File: src/rtl/stream_fifo_buffer.sv
// Valid/ready stream FIFO with first-word-fall-through output, enable gate,
// synchronous flush, occupancy count and almost-full flag.
module stream_fifo_buffer #(
  parameter int WIDTH       = 16,
  parameter int DEPTH       = 8,
  parameter int ALMOST_FULL = 6
) (
  input  logic                       i_clock,
  input  logic                       i_reset_n,
  input  logic [WIDTH-1:0]           i_in_data,
  input  logic                       i_in_valid,
  output logic                       o_in_ready,
  output logic [WIDTH-1:0]           o_out_data,
  output logic                       o_out_valid,
  input  logic                       i_out_ready,
  input  logic                       i_enable,
  input  logic                       i_flush,
  output logic [$clog2(DEPTH+1)-1:0] o_count,
  output logic                       o_almost_full
);

  localparam int PW = $clog2(DEPTH);
  localparam int CW = $clog2(DEPTH + 1);
  localparam logic [CW-1:0] DEPTH_C = CW'(DEPTH);
  localparam logic [CW-1:0] AF_C    = CW'(ALMOST_FULL);

  logic [WIDTH-1:0] mem_q [DEPTH];
  logic [PW-1:0]    wr_ptr_q, wr_ptr_d;
  logic [PW-1:0]    rd_ptr_q, rd_ptr_d;
  logic [CW-1:0]    count_q, count_d;
  logic             push, pop;

  // Ready looks only at registered occupancy, so a full FIFO refuses a word
  // even in a cycle where the consumer pops.
  assign o_in_ready    = i_enable && (count_q < DEPTH_C);
  assign o_out_valid   = i_enable && (count_q != '0);
  assign o_out_data    = mem_q[rd_ptr_q];
  assign o_count       = count_q;
  assign o_almost_full = (count_q >= AF_C);

  assign push = i_in_valid && o_in_ready;
  assign pop  = o_out_valid && i_out_ready;

  always_comb begin
    wr_ptr_d = wr_ptr_q;
    rd_ptr_d = rd_ptr_q;
    count_d  = count_q;
    if (i_flush) begin
      wr_ptr_d = '0;
      rd_ptr_d = '0;
      count_d  = '0;
    end else begin
      if (push) wr_ptr_d = wr_ptr_q + 1'b1;
      if (pop)  rd_ptr_d = rd_ptr_q + 1'b1;
      case ({push, pop})
        2'b10:   count_d = count_q + 1'b1;
        2'b01:   count_d = count_q - 1'b1;
        default: count_d = count_q;
      endcase
    end
  end

  always_ff @(posedge i_clock) begin
    if (!i_reset_n) begin
      wr_ptr_q <= '0;
      rd_ptr_q <= '0;
      count_q  <= '0;
    end else begin
      wr_ptr_q <= wr_ptr_d;
      rd_ptr_q <= rd_ptr_d;
      count_q  <= count_d;
    end
  end

  // Storage is never cleared; a word pushed alongside flush or reset is dropped.
  always_ff @(posedge i_clock) begin
    if (push && !i_flush && i_reset_n) mem_q[wr_ptr_q] <= i_in_data;
  end

endmodule

File: config.mk
export PLATFORM = sky130hd
export DESIGN_NAME = stream_fifo_buffer
export DESIGN_NICKNAME = d
export VERILOG_FILES = /design/src/rtl/stream_fifo_buffer.sv
export SDC_FILE = /design/constraint.sdc
export NUM_CORES = 1
export LEC_CHECK = 0
export ABC_AREA = 0
export CAP_MARGIN = 5
export CORE_ASPECT_RATIO = 0.6
export CORE_MARGIN = 2
export CORE_UTILIZATION = 50
export DETAILED_ROUTE_END_ITERATION = 12
export HOLD_SLACK_MARGIN = 0.12
export PLACE_DENSITY = 0.7
export SYNTH_ARGS = -nofsm -noshare
export SYNTH_HDL_FRONTEND = slang
export SYNTH_SLANG_ARGS = --single-unit
File: constraint.sdc
create_clock -name i_clock -period 4.9 [get_ports i_clock]
set_input_delay 1.225 -clock i_clock [delete_from_list [all_inputs] [get_ports i_clock]]
set_output_delay 1.225 -clock i_clock [all_outputs]
set_load 0.01 [all_outputs]
==> metrics, run 1 <==
drt first-iter violations=260; starting density of the core=52.0%; Mapped Cells=264; Synth Area in XOR/XNOR=0.940%; Resized cells post-CTS=0; type of the worst min-delay path=reg2reg; Die X=140 um; CP Class=reg2out; Area growth syn-to-layout=22.3%; core area=0.0107 mm2; slowest CP cell=dfxtp_2; Setup crit start kind=flop; GP Congestion=0.739; Worst Tran Pin Value=0.948 ns; max cap viols=0; post-CTS setup buffers=0; Clock Latency Late Sink=0.41 ns; clock sink total=141; Final HPWL DP=5.78 mm; Post-Synth Adder-Cell Area=1.12%; reg2reg start=o_count[1]; FMAX=249 MHz; first-pass GRT wire length=15.6 mm; slew margin rel.=36.8%; GRT Util Overall=18.3%; asr flop ratio synth=0%; Post-synth EDFFs=128; peak supply drop=0.236 mV; Critical Path, Cell by Cell=mux4_1 > mux2_2 > clkdlybuf4s50_1; die area=0.0121 mm2; complex-gate fraction of the synthesized area=1.01%; Clock transition at path regs=0.06 ns; crit-path max FO=32; Cell variety after synth=31; CTS tree=yes; Hold Path Sink=wr_ptr_q[0]; pre-CTS setup slack=1.13 ns; setup TNS=0 ns; number of global-route vias before repair=2,795; Util after Layout=63.6%; Top FF cell, synth=edfxtp_1; clock skew=0.00860 ns; post-synthesis mux area share=18.4%; part of the Yosys area used for sequential elements=73.4%; Design Power=0.00266 W; status=finished, final reports clean; CTS max path bufs=2; antenna violations before repair=0; FF-to-FF setup slack=2.37 ns; fillers=726; max-slew violation count=0; root buf cell=clkbuf_16; share of the clock period used by the worst path=82.0%; Worst Setup End Kind=output port; Hold Path Depth=2; chip height=85.9 um; Synthesized Nets=291; post-synthesis register bit count=141; P_leak=2.20 nW; Worst R2R End=o_count[2]; largest net degree at the start of global routing=33; vias post-DR=2,716; Initial DRT Pass Iterations=4; warnings from Yosys=0; total setup violations reported at the end of the flow=0; Hold Violations, Final=0; clock buffer count from CTS=17; post-synth design cell area=0.00559 mm2; layout cells sized above 1=20.1%; final net count=352; R2R depth=10; DRC viols=0; Area after DPL=0.00623 mm2; ant diodes=0; CP max stage delay=0.95 ns; Port Buf Inserts=44; number of top-level pins=45; syn avg cell area=21.2 um2; WL/cell=21.0 um; Antenna Nets Post-Route=0; Hold Buf Count CTS=0; Req. time, crit path=3.67 ns; vias per cell=5.69; fin crit period=4.02 ns; final setup margin=0.880 ns; H-tree depth=4; synthesized-area fraction occupied by and/or/nand/nor cells=3.72%; RSZ-0062 raised after global routing=false; global route overflow=0; Routed WL=10.0 mm; Worst EP arrival=2.80 ns; Hold Path Origin=wr_ptr_q[0]; PwrDens=389 mW/mm2; Rows=29; Final Instance Area=0.00683 mm2; largest family of logic cells by synthesized area=multiplexers
layout by cell type (no fill, tap or decap), drive strengths merged, types with 2 or more instances in the layout:
cell	instances
nand3	3
nor2	8
edfxtp	128
a21oi	5
clkdlybuf4s50	44
mux2i	2
nor2b	2
nand2	11
clkinvlp	7
clkbuf	18
nor3	3
mux4	32
buf	9
nor4	2
clkinv	3
xor2	6
bufinv	3
mux2	16
inv	3
dfxtp	13
nand2b	5
ha	5
logic make-up after synthesis:
kind of cell / count (synthesis)
AO/OA/AOI/OAI: 9
XOR/XNOR: 6
adder cells (fa/ha/maj): 5
buffers and inverters: 13
flip-flops: 141
multiplexers: 50
AND/OR/NAND/NOR: 40
area by class of cell:
cell class	instances	area [um2]	area share, %
clock buffers	18	429	6.28
clock inverters	14	170	2.49
inverters	2	7.51	0.110
multi-input cells	110	1440	21.1
flip-flops and latches	141	4110	60.1
well taps	139	174	2.55
repair buffers	53	508	7.43
flip-flops by register name, indices dropped and copies added (netlist names), named ones only:
signal and flops:
o_count 4, rd_ptr_q 3, mem_q 128, wr_ptr_q 3
power breakdown:
group	switching (W)	internal [W]	leakage, nW	total (W)
logic	0.0000301	0.0000313	0.677	0.0000613
clock network	0.000482	0.000799	0.271	0.00128
registers	0.00000312	0.00131	1.26	0.00132
per-stage QoR:
| stage | hold slack [ns] | instances |
|---|---|---|
| floorplan | 0.454 | 264 |
| global placement | 0.473 | 445 |
| detailed placement | 0.489 | 445 |
| CTS | 0.494 | 477 |
| global route | 0.533 | 477 |
| finish | 0.491 | 477 |
worst max-delay path: cells and delay by family, from the launching register on:
family	cells	cell delay, ns
buffers and inverters	1	0.48
flip-flops	1	0.95
multiplexers	2	0.94
metal layers:
| layer | track usage (%) | up-vias | part of all wire (%) |
|---|---|---|---|
| met5 | 0 | - | 0 |
| met4 | 5.45 | 0 | 0.89 |
| met3 | 6.03 | 11 | 5.3 |
| met2 | 28.0 | 81 | 48 |
| met1 | 25.6 | 1395 | 46 |
| li1 | - | 1229 | - |
cells in the mapped netlist, types with 2 or more instances:
cell | instances | share of area (%)
inv_1 | 2 | 0.13
nor2_1 | 8 | 0.54
mux2i_1 | 2 | 0.36
edfxtp_1 | 128 | 69
nor2b_1 | 2 | 0.22
buf_6 | 4 | 0.81
nand2b_1 | 5 | 0.56
mux4_1 | 28 | 13
ha_1 | 5 | 1.1
dfxtp_1 | 13 | 4.7
nand3_1 | 3 | 0.27
mux4_2 | 4 | 1.6
clkbuf_1 | 2 | 0.13
mux2_2 | 16 | 3.2
nor4_1 | 2 | 0.22
buf_1 | 4 | 0.27
a21oi_1 | 5 | 0.45
xor2_1 | 6 | 0.94
nor3_1 | 3 | 0.27
nand2_1 | 11 | 0.74
worst max path at each step:
| stage | from | to | slack (ns) | cells after the start |
|---|---|---|---|---|
| 6_report | flop | o_out_data[10] | 0.88 | 3 |
| 2_1_floorplan | i_in_valid | mem_q[5][0] | 1.11 | 3 |
| 3_3_place_gp | i_enable | o_out_valid | 1.19 | 3 |
| 3_5_place_dp | i_enable | o_out_valid | 1.13 | 3 |
| 5_1_grt | flop | o_out_data[13] | 0.72 | 3 |
| 4_1_cts | flop | o_out_data[13] | 0.79 | 3 |
(Power assumes the default switching activity.)
==> run 2, diff against run 1 <==
==> constraint.sdc (replaced) <==
create_clock -name i_clock -period 3.8 [get_ports i_clock]
set_input_delay 0.95 -clock i_clock [delete_from_list [all_inputs] [get_ports i_clock]]
set_output_delay 0.95 -clock i_clock [all_outputs]
set_load 0.01 [all_outputs]
==> run 2 against run 1 <==
Total power grew 24%. Worst hold slack gained 0.012 ns. Routed wire length grew 2.0%. Non-clock buffer count grew 4. Sequential power grew 29%. First-iteration DRC count shrank 33%. Critical path depth grew 1. Flip-flop and latch count is the same. Clock power grew 19%. Count of clock-buffer cells in the layout shrank 1. Critical endpoint is now o_out_data[12].
==> metrics, run 2 (synthesis results as in run 1) <==
reg2reg start=o_count[1]; die area=0.0121 mm2; GRT Util Overall=18.9%; P_leak=2.22 nW; antenna violations before repair=0; CP Class=reg2out; core area=0.0107 mm2; status=finished, final reports clean; number of global-route vias before repair=2,735; largest net degree at the start of global routing=33; fin crit period=3.37 ns; Area growth syn-to-layout=22.0%; Worst R2R End=o_count[2]; drt first-iter violations=175; Hold Buf Count CTS=0; FMAX=297 MHz; Resized cells post-CTS=0; commonest cells after routing, fill and taps aside=128 x edfxtp_1, 44 x clkdlybuf4s50_1, 28 x mux4_1, 17 x clkbuf_16, 16 x mux2_2; CP max stage delay=0.61 ns; Worst EP arrival=2.42 ns; Rows=29; clock skew=0.0101 ns; max cap viols=0; post-CTS setup buffers=0; final net count=356; crit-path max FO=16; Hold Violations, Final=0; Worst Setup End Kind=output port; ant diodes=0; Worst Tran Pin Value=0.641 ns; Antenna Nets Post-Route=0; max-slew violation count=0; Setup crit start kind=flop; max reg flops=128; Critical path destination=o_out_data[12]; layout cells sized above 1=21.3%; Req. time, crit path=2.85 ns; Port Buf Inserts=44; share of the clock period used by the worst path=88.7%; CTS tree=yes; vias per cell=5.54; slowest CP cell=mux4_1; FF-to-FF setup slack=1.32 ns; vias post-DR=2,664; Util after Layout=63.5%; R2R depth=10; WL/cell=21.3 um; global route overflow=0; CTS max path bufs=2; register bank with the most flops=mem_q; Clock transition at path regs=0.06 ns; slew margin rel.=57.0%; first-pass GRT wire length=16.0 mm; H-tree depth=4; number of top-level pins=45; commonest non-fill, non-tap cell in the layout=edfxtp_1; PwrDens=484 mW/mm2; total setup violations reported at the end of the flow=0; type of the worst min-delay path=reg2reg; Final HPWL DP=6.06 mm; Clock Latency Late Sink=0.42 ns; Die X=140 um; setup TNS=0 ns; DRC viols=0; Initial DRT Pass Iterations=6; RSZ-0062 raised after global routing=false; Routed WL=10.2 mm; root buf cell=clkbuf_16; Critical Path, Cell by Cell=buf_4 > mux4_1 > mux2_2 > clkdlybuf4s50_1; starting density of the core=52.0%; peak supply drop=0.289 mV; clock buffer count from CTS=17; clock sink total=141; GP Congestion=0.817; chip height=85.9 um
-- run 2: changes by cell type in the layout (fill, tap and decap cells not counted), sizes merged --
| cell | before | now |
|---|---|---|
| inv | 3 | 9 |
| clkinvlp | 7 | 2 |
| buf | 9 | 13 |
| bufinv | 3 | 0 |
| clkinv | 3 | 6 |
| clkbuf | 18 | 17 |
-- run 2: metal layers --
layer | part of all wire [%] | global-route usage [%] | vias up
met5 | 0 | 0 | -
met4 | 1.3 | 7.36 | 0
met3 | 4.5 | 5.36 | 12
met2 | 47 | 28.4 | 56
met1 | 48 | 26.8 | 1358
li1 | - | - | 1238
-- run 2: how the worst min path moves through the flow --
| stage | startpoint | endpoint | depth (start not counted) |
|---|---|---|---|
| finish | rd_ptr_q[1] | rd_ptr_q[1] | 2 |
| global route | rd_ptr_q[1] | flop | 2 |
| CTS | rd_ptr_q[1] | rd_ptr_q[1] | 2 |
| detailed placement | rd_ptr_q[1] | flop | 2 |
| global placement | wr_ptr_q[0] | wr_ptr_q[0] | 2 |
| floorplan | rd_ptr_q[1] | flop | 2 |
-- run 2: cell type report --
type / instances / area [um2]
multi-input combinational: 110 / 1440
clock inverter: 15 / 129
sequential: 141 / 4110
tap: 139 / 174
inverter: 2 / 7.51
clock buffer: 17 / 425
timing repair buffer: 57 / 538
fill: 741 / 3920
-- run 2: through the flow --
stage | std cells | hold WS (ns) | cell area [um2] | worst slack, ns | total power [W]
2_1_floorplan | 264 | 0.454 | 5590 | 0.289 | 0.00176
3_3_place_gp | 449 | 0.474 | 6260 | 0.650 | 0.00181
3_5_place_dp | 449 | 0.493 | 6260 | 0.606 | 0.00181
4_1_cts | 481 | 0.503 | 6820 | 0.393 | 0.00333
5_1_grt | 481 | 0.534 | 6820 | 0.352 | 0.00341
6_report | 481 | 0.504 | 6820 | 0.429 | 0.00330
-- run 2: critical path, delay by kind of cell (launching register included) --
family | cells | cell delay, ns
flip-flops | 1 | 0.32
multiplexers | 2 | 0.92
buffers and inverters | 2 | 0.76
-- run 2: power breakdown --
group	switching, W	internal [W]	total [W]	leakage, nW
Clock	0.000668	0.000853	0.00152	0.266
Combinational	0.0000401	0.0000405	0.0000806	0.699
Sequential	0.00000266	0.00169	0.00170	1.26
